### config.mk
export PLATFORM = sky130hd
export DESIGN_NAME = osc_to_temp
export DESIGN_NICKNAME = d
export VERILOG_FILES = /design/src/rtl/osc_to_temp.sv
export SDC_FILE = /design/constraint.sdc
export NUM_CORES = 1
export LEC_CHECK = 0
export CAP_MARGIN = 15
export CORE_MARGIN = 2
export CORE_UTILIZATION = 50
export CTS_CLUSTER_DIAMETER = 50
export DETAILED_ROUTE_END_ITERATION = 10
export PLACE_DENSITY = 0.69
export SYNTH_ARGS = -nofsm -noshare
export SYNTH_HDL_FRONTEND = slang
export SYNTH_SLANG_ARGS = --single-unit
### constraint.sdc
create_clock -name clk -period 2.9 [get_ports clk]
set_input_delay 0.58 -clock clk [delete_from_list [all_inputs] [get_ports clk]]
set_output_delay 0.58 -clock clk [all_outputs]
set_load 0.005 [all_outputs]
### src/rtl/osc_to_temp.sv
// Ring-oscillator frequency to calibrated temperature (0.1 C units).
// Gated edge count followed by a 16-cycle shift-add linear calibration.
module osc_to_temp #(
  parameter int unsigned      GATE_CYCLES = 1000000,
  parameter int unsigned      CNT_W       = 20,
  parameter logic [CNT_W-1:0] CNT_OFFSET  = '0,
  parameter logic [15:0]      SLOPE       = 16'd1,
  parameter int unsigned      SLOPE_SHIFT = 0,
  parameter int unsigned      TEMP_MAX    = 999
) (
  input  logic       clk,
  input  logic       rst,
  input  logic       sens_osc,
  output logic [9:0] temp,
  output logic       oor,
  output logic       start
);

  localparam int unsigned      GW        = (GATE_CYCLES > 1) ? $clog2(GATE_CYCLES) : 1;
  localparam int unsigned      PW        = CNT_W + 16;
  localparam logic [GW-1:0]    GATE_LAST = GW'(GATE_CYCLES - 1);
  localparam logic [CNT_W-1:0] CNT_ONES  = '1;
  localparam logic [PW-1:0]    RES_MAX   = PW'(TEMP_MAX);

  typedef enum logic [1:0] {S_IDLE = 2'd0, S_SUB = 2'd1, S_MUL = 2'd2, S_DONE = 2'd3} state_t;

  logic             r_s1, r_s2, r_s3;
  logic [CNT_W-1:0] r_cnt, r_meas;
  logic [GW-1:0]    r_gate_ctr;
  state_t           r_state, w_state_nxt;
  logic             r_bad;
  logic [PW-1:0]    r_mcand, r_acc;
  logic [3:0]       r_iter;
  logic [9:0]       r_temp;
  logic             r_oor, r_start;

  logic             w_edge, w_capture;
  logic [CNT_W-1:0] w_cnt_nxt;
  logic             w_do_sub, w_do_mul, w_do_done;
  logic [PW-1:0]    w_res;
  logic             w_oor;
  logic [9:0]       w_temp;

  // sens_osc is asynchronous: two flops to resolve metastability, third for edge detect
  always_ff @(posedge clk) begin
    if (rst) begin
      r_s1 <= 1'b0;
      r_s2 <= 1'b0;
      r_s3 <= 1'b0;
    end else begin
      r_s1 <= sens_osc;
      r_s2 <= r_s1;
      r_s3 <= r_s2;
    end
  end

  always_comb begin
    w_edge    = r_s2 & ~r_s3;
    w_capture = (r_gate_ctr == GATE_LAST);
    if (w_edge && (r_cnt != CNT_ONES)) begin
      w_cnt_nxt = r_cnt + CNT_W'(1);
    end else begin
      w_cnt_nxt = r_cnt;
    end
  end

  always_ff @(posedge clk) begin
    if (rst) begin
      r_gate_ctr <= '0;
      r_cnt      <= '0;
      r_meas     <= '0;
    end else begin
      if (w_capture) begin
        r_gate_ctr <= '0;
        r_cnt      <= '0;
      end else begin
        r_gate_ctr <= r_gate_ctr + GW'(1);
        r_cnt      <= w_cnt_nxt;
      end
      // meas includes an edge landing on the capture cycle; frozen while busy
      if (w_capture && (r_state == S_IDLE)) begin
        r_meas <= w_cnt_nxt;
      end
    end
  end

  always_ff @(posedge clk) begin
    if (rst) begin
      r_state <= S_IDLE;
    end else begin
      r_state <= w_state_nxt;
    end
  end

  always_comb begin
    w_state_nxt = r_state;
    case (r_state)
      S_IDLE:  w_state_nxt = w_capture ? S_SUB : S_IDLE;
      S_SUB:   w_state_nxt = S_MUL;
      S_MUL:   w_state_nxt = (r_iter == 4'd15) ? S_DONE : S_MUL;
      S_DONE:  w_state_nxt = S_IDLE;
      default: w_state_nxt = S_IDLE;
    endcase
  end

  always_comb begin
    w_do_sub  = 1'b0;
    w_do_mul  = 1'b0;
    w_do_done = 1'b0;
    case (r_state)
      S_SUB:   w_do_sub  = 1'b1;
      S_MUL:   w_do_mul  = 1'b1;
      S_DONE:  w_do_done = 1'b1;
      default: w_do_sub  = 1'b0;
    endcase
  end

  // LSB-first shift-add: multiplicand doubles each step, SLOPE bit selects the add
  always_ff @(posedge clk) begin
    if (rst) begin
      r_bad   <= 1'b0;
      r_mcand <= '0;
      r_acc   <= '0;
      r_iter  <= 4'd0;
    end else if (w_do_sub) begin
      r_bad   <= (r_meas == '0) | (r_meas == CNT_ONES) | (r_meas < CNT_OFFSET);
      r_mcand <= {16'd0, r_meas - CNT_OFFSET};
      r_acc   <= '0;
      r_iter  <= 4'd0;
    end else if (w_do_mul) begin
      if (SLOPE[r_iter]) begin
        r_acc <= r_acc + r_mcand;
      end
      r_mcand <= r_mcand << 1;
      r_iter  <= r_iter + 4'd1;
    end
  end

  always_comb begin
    w_res = r_acc >> SLOPE_SHIFT;
    w_oor = r_bad | (w_res > RES_MAX);
    if (w_oor) begin
      w_temp = 10'd0;
    end else begin
      w_temp = w_res[9:0];
    end
  end

  always_ff @(posedge clk) begin
    if (rst) begin
      r_temp  <= 10'd0;
      r_oor   <= 1'b0;
      r_start <= 1'b0;
    end else begin
      r_start <= w_do_done;
      if (w_do_done) begin
        r_temp <= w_temp;
        r_oor  <= w_oor;
      end
    end
  end

  assign temp  = r_temp;
  assign oor   = r_oor;
  assign start = r_start;

endmodule

-- Yosys cells after proc, flatten, opt, wreduce, memory -nomap -nowiden
Memory sizes are Yosys's and may differ from the RTL's. A register that Yosys moved wholly into a read port is not among the register bits.
Index checks and enable logic that the tools add are counted.
- bits in registers: 154
- ROM bits: 16
- word-level logic and storage cells: 56
- memories: 1
- memory list (memory ; words ; width ; rd ports ; clocked after Yosys merged registers in ; wr ports ; RTL line ; source):
    (name not given) ; 16 ; 1 ; 1 ; 1 ; 0 ; 131 ; if (SLOPE[r_iter]) begin
- $add $sub $neg: 4
- order comparisons: 3
- eq/ne operators: 7
- mux-type cells: 13
- bitwise operators: 5
- reduce and logical (&&, ||, !) cells: 8
- operator list (operator ; number):
    2-to-1 mux 20 bit ; 3
    adder 20 x 1 -> 20 bit (second input constant) ; 2
    equality test 20 bit (second input constant) ; 2
    adder 36 bit ; 1
    greater-than comparator 36 x 10 -> 1 bit (second input constant) ; 1
    logical NOT 20 bit ; 1
    < comparator 20 x 1 -> 1 bit (second input constant) ; 1
    != test 20 bit (second input constant) ; 1
    2-to-1 mux 10 bit ; 1
    2-to-1 mux 4 bit ; 2
    one-hot mux 2 bit (4 select lines) ; 1
    2-to-1 mux 1 bit ; 6
    < comparator 4 x 5 -> 1 bit (second input constant) ; 1
    adder 4 x 1 -> 4 bit (second input constant) ; 1
    equality test 2 bit (second input constant) ; 2
    equality test 4 bit (second input constant) ; 1
    OR reduction 2 bit ; 2
    OR 1 bit ; 3
    equality test 2 x 1 -> 1 bit (second input constant) ; 1
    logical AND 1 bit ; 2
    logical NOT 2 bit ; 1
    AND reduction 2 bit ; 1
    nonzero test 2 bit ; 1
    bitwise AND 1 bit ; 1
    inverter 1 bit ; 1

-- Longest topological paths before layout
Gate-level depths: netlist (run 1).
- depth in word-level cells: 4
- mapped depth: 11

-- Worst setup path after synthesis (run 1)
Ideal clock, no wire load.
- path kind: register -> register
- from: register r_mcand[0]
- to: register r_acc[34]
- arrival time: 2.574 ns
- required time: 2.778 ns
- path slack: 0.204 ns
- stages on the path, launching flop included: 12
- path buffers: 0
- path through: dfxtp_1 > ha_1 > fa_1 > a211oi_2 > o21bai_2 > a211oi_2 > o21ai_2 > a21oi_2 > o21ai_2 > a311oi_2 > nor3_1 > a221o_1
- cells in the longest elaborated chain, start to end: 1
- ends and longest elaborated chain (element ; RTL line ; source):
    from (decl) ; 32 ; logic [PW-1:0] r_mcand, r_acc;
    from (signal assigned) ; 127 ; r_mcand <= {16'd0, r_meas - CNT_OFFSET};
    from (signal assigned) ; 134 ; r_mcand <= r_mcand << 1;
    adder 36 bit ; 132 ; r_acc <= r_acc + r_mcand;
    to (signal assigned) ; 132 ;
    to (decl) ; 32 ;
No other way between the ends.
A chain may end at the register's enable or synchronous reset.

-- Final worst setup path (run 1)
Same ends and word-level chain as after synthesis.

==> flow_summary_export.csv, run 1 <==
group,metric,value,unit
final_layout,drive_gt1_frac,0.0820,
yosys,synth.distinct_cells,64,
grt,antenna_found_initial,0,
outcome,run_status,"complete, no violations",
drt,totalWireLength,17.8,mm
grt,grt_pass1_wl,29.6,mm
final_layout,post-route-util,0.570,
clock_tree,worstSkewPairLatency,430,ps
placed_design,place_ws,86.4,ps
sta,setup_viol_count_final,0,
sta,max_freq,0.365,GHz
yosys,yosysTopAreaCell,"dfxtp_1",
final_layout,syn2layout_area_growth,12.5,%
clock_tree,clock-sinks,155,
pwr,p_leak,0.00334,uW
sta,finalHoldViolCount,0,
sta,fin_crit,2740,ps
yosys,yosysMostFrequentCell,"dfxtp_1",
placed_design,io_buffers,14,
pwr,power.density,511,mW/mm^2
yosys,ys_seq_area_frac,0.390,
floorplan,initial_core_util,0.507,
yosys,syn_area_per_cell,8.40,um^2
floorplan,die_h,130,um
sta,fin_crit_sh,0.945,
pwr,ir_drop,0.000401,V
drt,vias_per_cell,5.58,
clock_tree,h-tree-depth,4,
floorplan,std_cell_rows,46,
clock_tree,clock_path_buffers,2,
worst_setup_path,setup.worst_path.class,"reg2reg",
clock_tree,cts_made_buffers,17,
floorplan,io_pins,15,
grt,overflow,0,
drt,first_pass_iters,5,
grt,grt_max_degree,59,
worst_setup_path,worstPathArrival,3050,ps
yosys,synth-edff-count,0,
sta,finClkSkew,8.45,ps
yosys,synth-async-reset-ratio,0,
yosys,yosysWarningCount,0,
placed_design,routabilityCongestion,0.909,
sta,setup_ws,158,ps
drt,vias,6581,
sta,relSlewSlack,0.567,
floorplan,die_width,130,um
sta,slew_viol_final,0,
final_layout,nNetsFinal,999,
hold_path,holdCritPathClass,"in2reg",
clock_tree,postCtsHoldBufs,0,
drt,final_antenna_net_count,0,
grt,grt_pass1_vias,6022,
yosys,synth_cells,948,
placed_design,hpwl,12.4,mm
sta,tns,0,ps
worst_setup_path,cp_max_fo,3,
yosys,ys_seq_elements,155,
yosys,synth_area_leaders,"dfxtp_1 (39%), nor2_1 (7.0%), ha_1 (6.8%)",
yosys,synth_nets,995,
worst_setup_path,cp.required,3210,ps
sta,worst_pin_slew,650,ps
clock_tree,ctsRootBufferMaster,"clkbuf_16",
drt,drc,0,
run,cap_violations,0,
floorplan,die-area,0.0169,mm^2
yosys,synth_area,0.00796,mm^2
grt,track_usage,0.218,
drt,wire_per_inst,15.1,um
drt,drt_iter0_drc,476,
yosys,yosys-top-cells-count,"dfxtp_1 (155), nor2_1 (148), a21oi_1 (87)",
final_layout,diodes,0,
floorplan,core-area,0.0157,mm^2
worst_setup_path,cp-start-kind,"flip-flop",
yosys,yosys.area.top_type_share,0.390,
yosys,synthFlopType,"dfxtp_1",
clock_tree,cts_tree,"built",
worst_setup_path,end_kind,"flip-flop",
clock_tree,path_clk_slew,60,ps
## sequential cells by signal, indices dropped and copies added (netlist names), 2 cells and up, named ones only
| name | count |
|---|---|
| r_acc | 36 |
| r_cnt | 20 |
| r_gate_ctr | 20 |
| r_iter | 4 |
| r_mcand | 36 |
| r_meas | 20 |
| r_state | 2 |
| temp | 10 |
## repair_timing
item	4_1_cts	5_1_grt
gates resized for setup	0	4
buffers inserted	0	3
setup endpoints to repair	0	5
## cell type report
cell class,instances,area [um^2]
Fill cell,1410,6760
Multi-Input combinational cell,725,4590
Sequential cell,155,3100
Clock buffer,19,443
Timing Repair Buffer,36,300
Tap cell,216,270
Clock inverter,12,186
Inverter,17,63.8
## placed cells by master (no fill, tap or decap), types with 16 or more instances in the layout
cell type / netlist / final
dfxtp_1: 155 / 155
ha_1: 43 / 42
a211oi_1: 44 / 43
mux2i_1: 37 / 37
nor2_1: 148 / 148
o21ai_0: 22 / 22
and3_1: 17 / 17
xnor2_1: 36 / 36
nand4_1: 22 / 22
a21oi_1: 87 / 86
nand2_1: 81 / 81
nor3_1: 16 / 16
xor2_1: 28 / 28
a21o_1: 18 / 18
inv_1: 17 / 17
buf_4: 1 / 22
nand3_1: 26 / 26
clkbuf_16: 0 / 17
## kinds of logic (layout without fill, tap and decap cells)
logic type,after synthesis,count (layout),share of synthesized area
compound gates,214,214,0.174
mux,37,37,0.0465
flops,155,155,0.390
xor+xnor,64,64,0.0704
simple gates,366,366,0.214
fa+ha+maj,44,44,0.0701
buf+inv,68,84,0.0358
## per-stage QoR
stage,cells,hold WS (ps),total power [uW],instance area (um^2)
after floorplan,948,414,2230,7960
after global placement,1146,418,2240,8290
after detailed placement,1146,452,2250,8290
after CTS,1177,393,4620,8920
after global routing,1180,422,4710,8950
final,1180,413,4570,8950
## where the power goes
| part | internal, uW | switching (uW) | leakage, uW |
|---|---|---|---|
| logic | 13.2 | 44.5 | 0.00178 |
| registers | 2140 | 4.64 | 0.00125 |
| clock network | 1470 | 902 | 0.000308 |
## per-layer routing
| layer | track usage | routed length, um | up-vias |
|---|---|---|---|
| met5 | 0 | 0 | - |
| met2 | 0.320 | 7710 | 142 |
| met4 | 0.0557 | 206 | 0 |
| li1 | - | - | 3363 |
| met3 | 0.0480 | 939 | 20 |
| met1 | 0.323 | 8920 | 3056 |
## path summary, 6_finish.rpt
kind                 startpoint       endpoint  slack (ps)  depth (start not counted)
hold reg to reg   r_gate_ctr[0]  r_gate_ctr[0]         460                          1
setup reg to reg     r_mcand[0]      r_acc[34]         160                         11
setup / recovery     r_mcand[0]      r_acc[34]         160                         11
hold / removal              rst    r_mcand[18]         410                          2
## worst max-delay path, cell delays in order (launching register included)
cell	delay, ps
dfxtp_1	330
ha_2	200
fa_2	350
a211oi_2	280
o21bai_2	120
a211oi_2	310
o21ai_2	110
a21oi_2	180
o21ai_2	120
a311oi_2	290
nor3_1	80
a221o_1	250
Note: power is estimated with default switching activity, not from simulation.
==> inputs of run 2 (changes only) <==
Settings changed: TNS_END_PERCENT set to 1.
==> results of run 2 <==
Same layout as run 1: the final DEF is identical, and so are final timing and power.
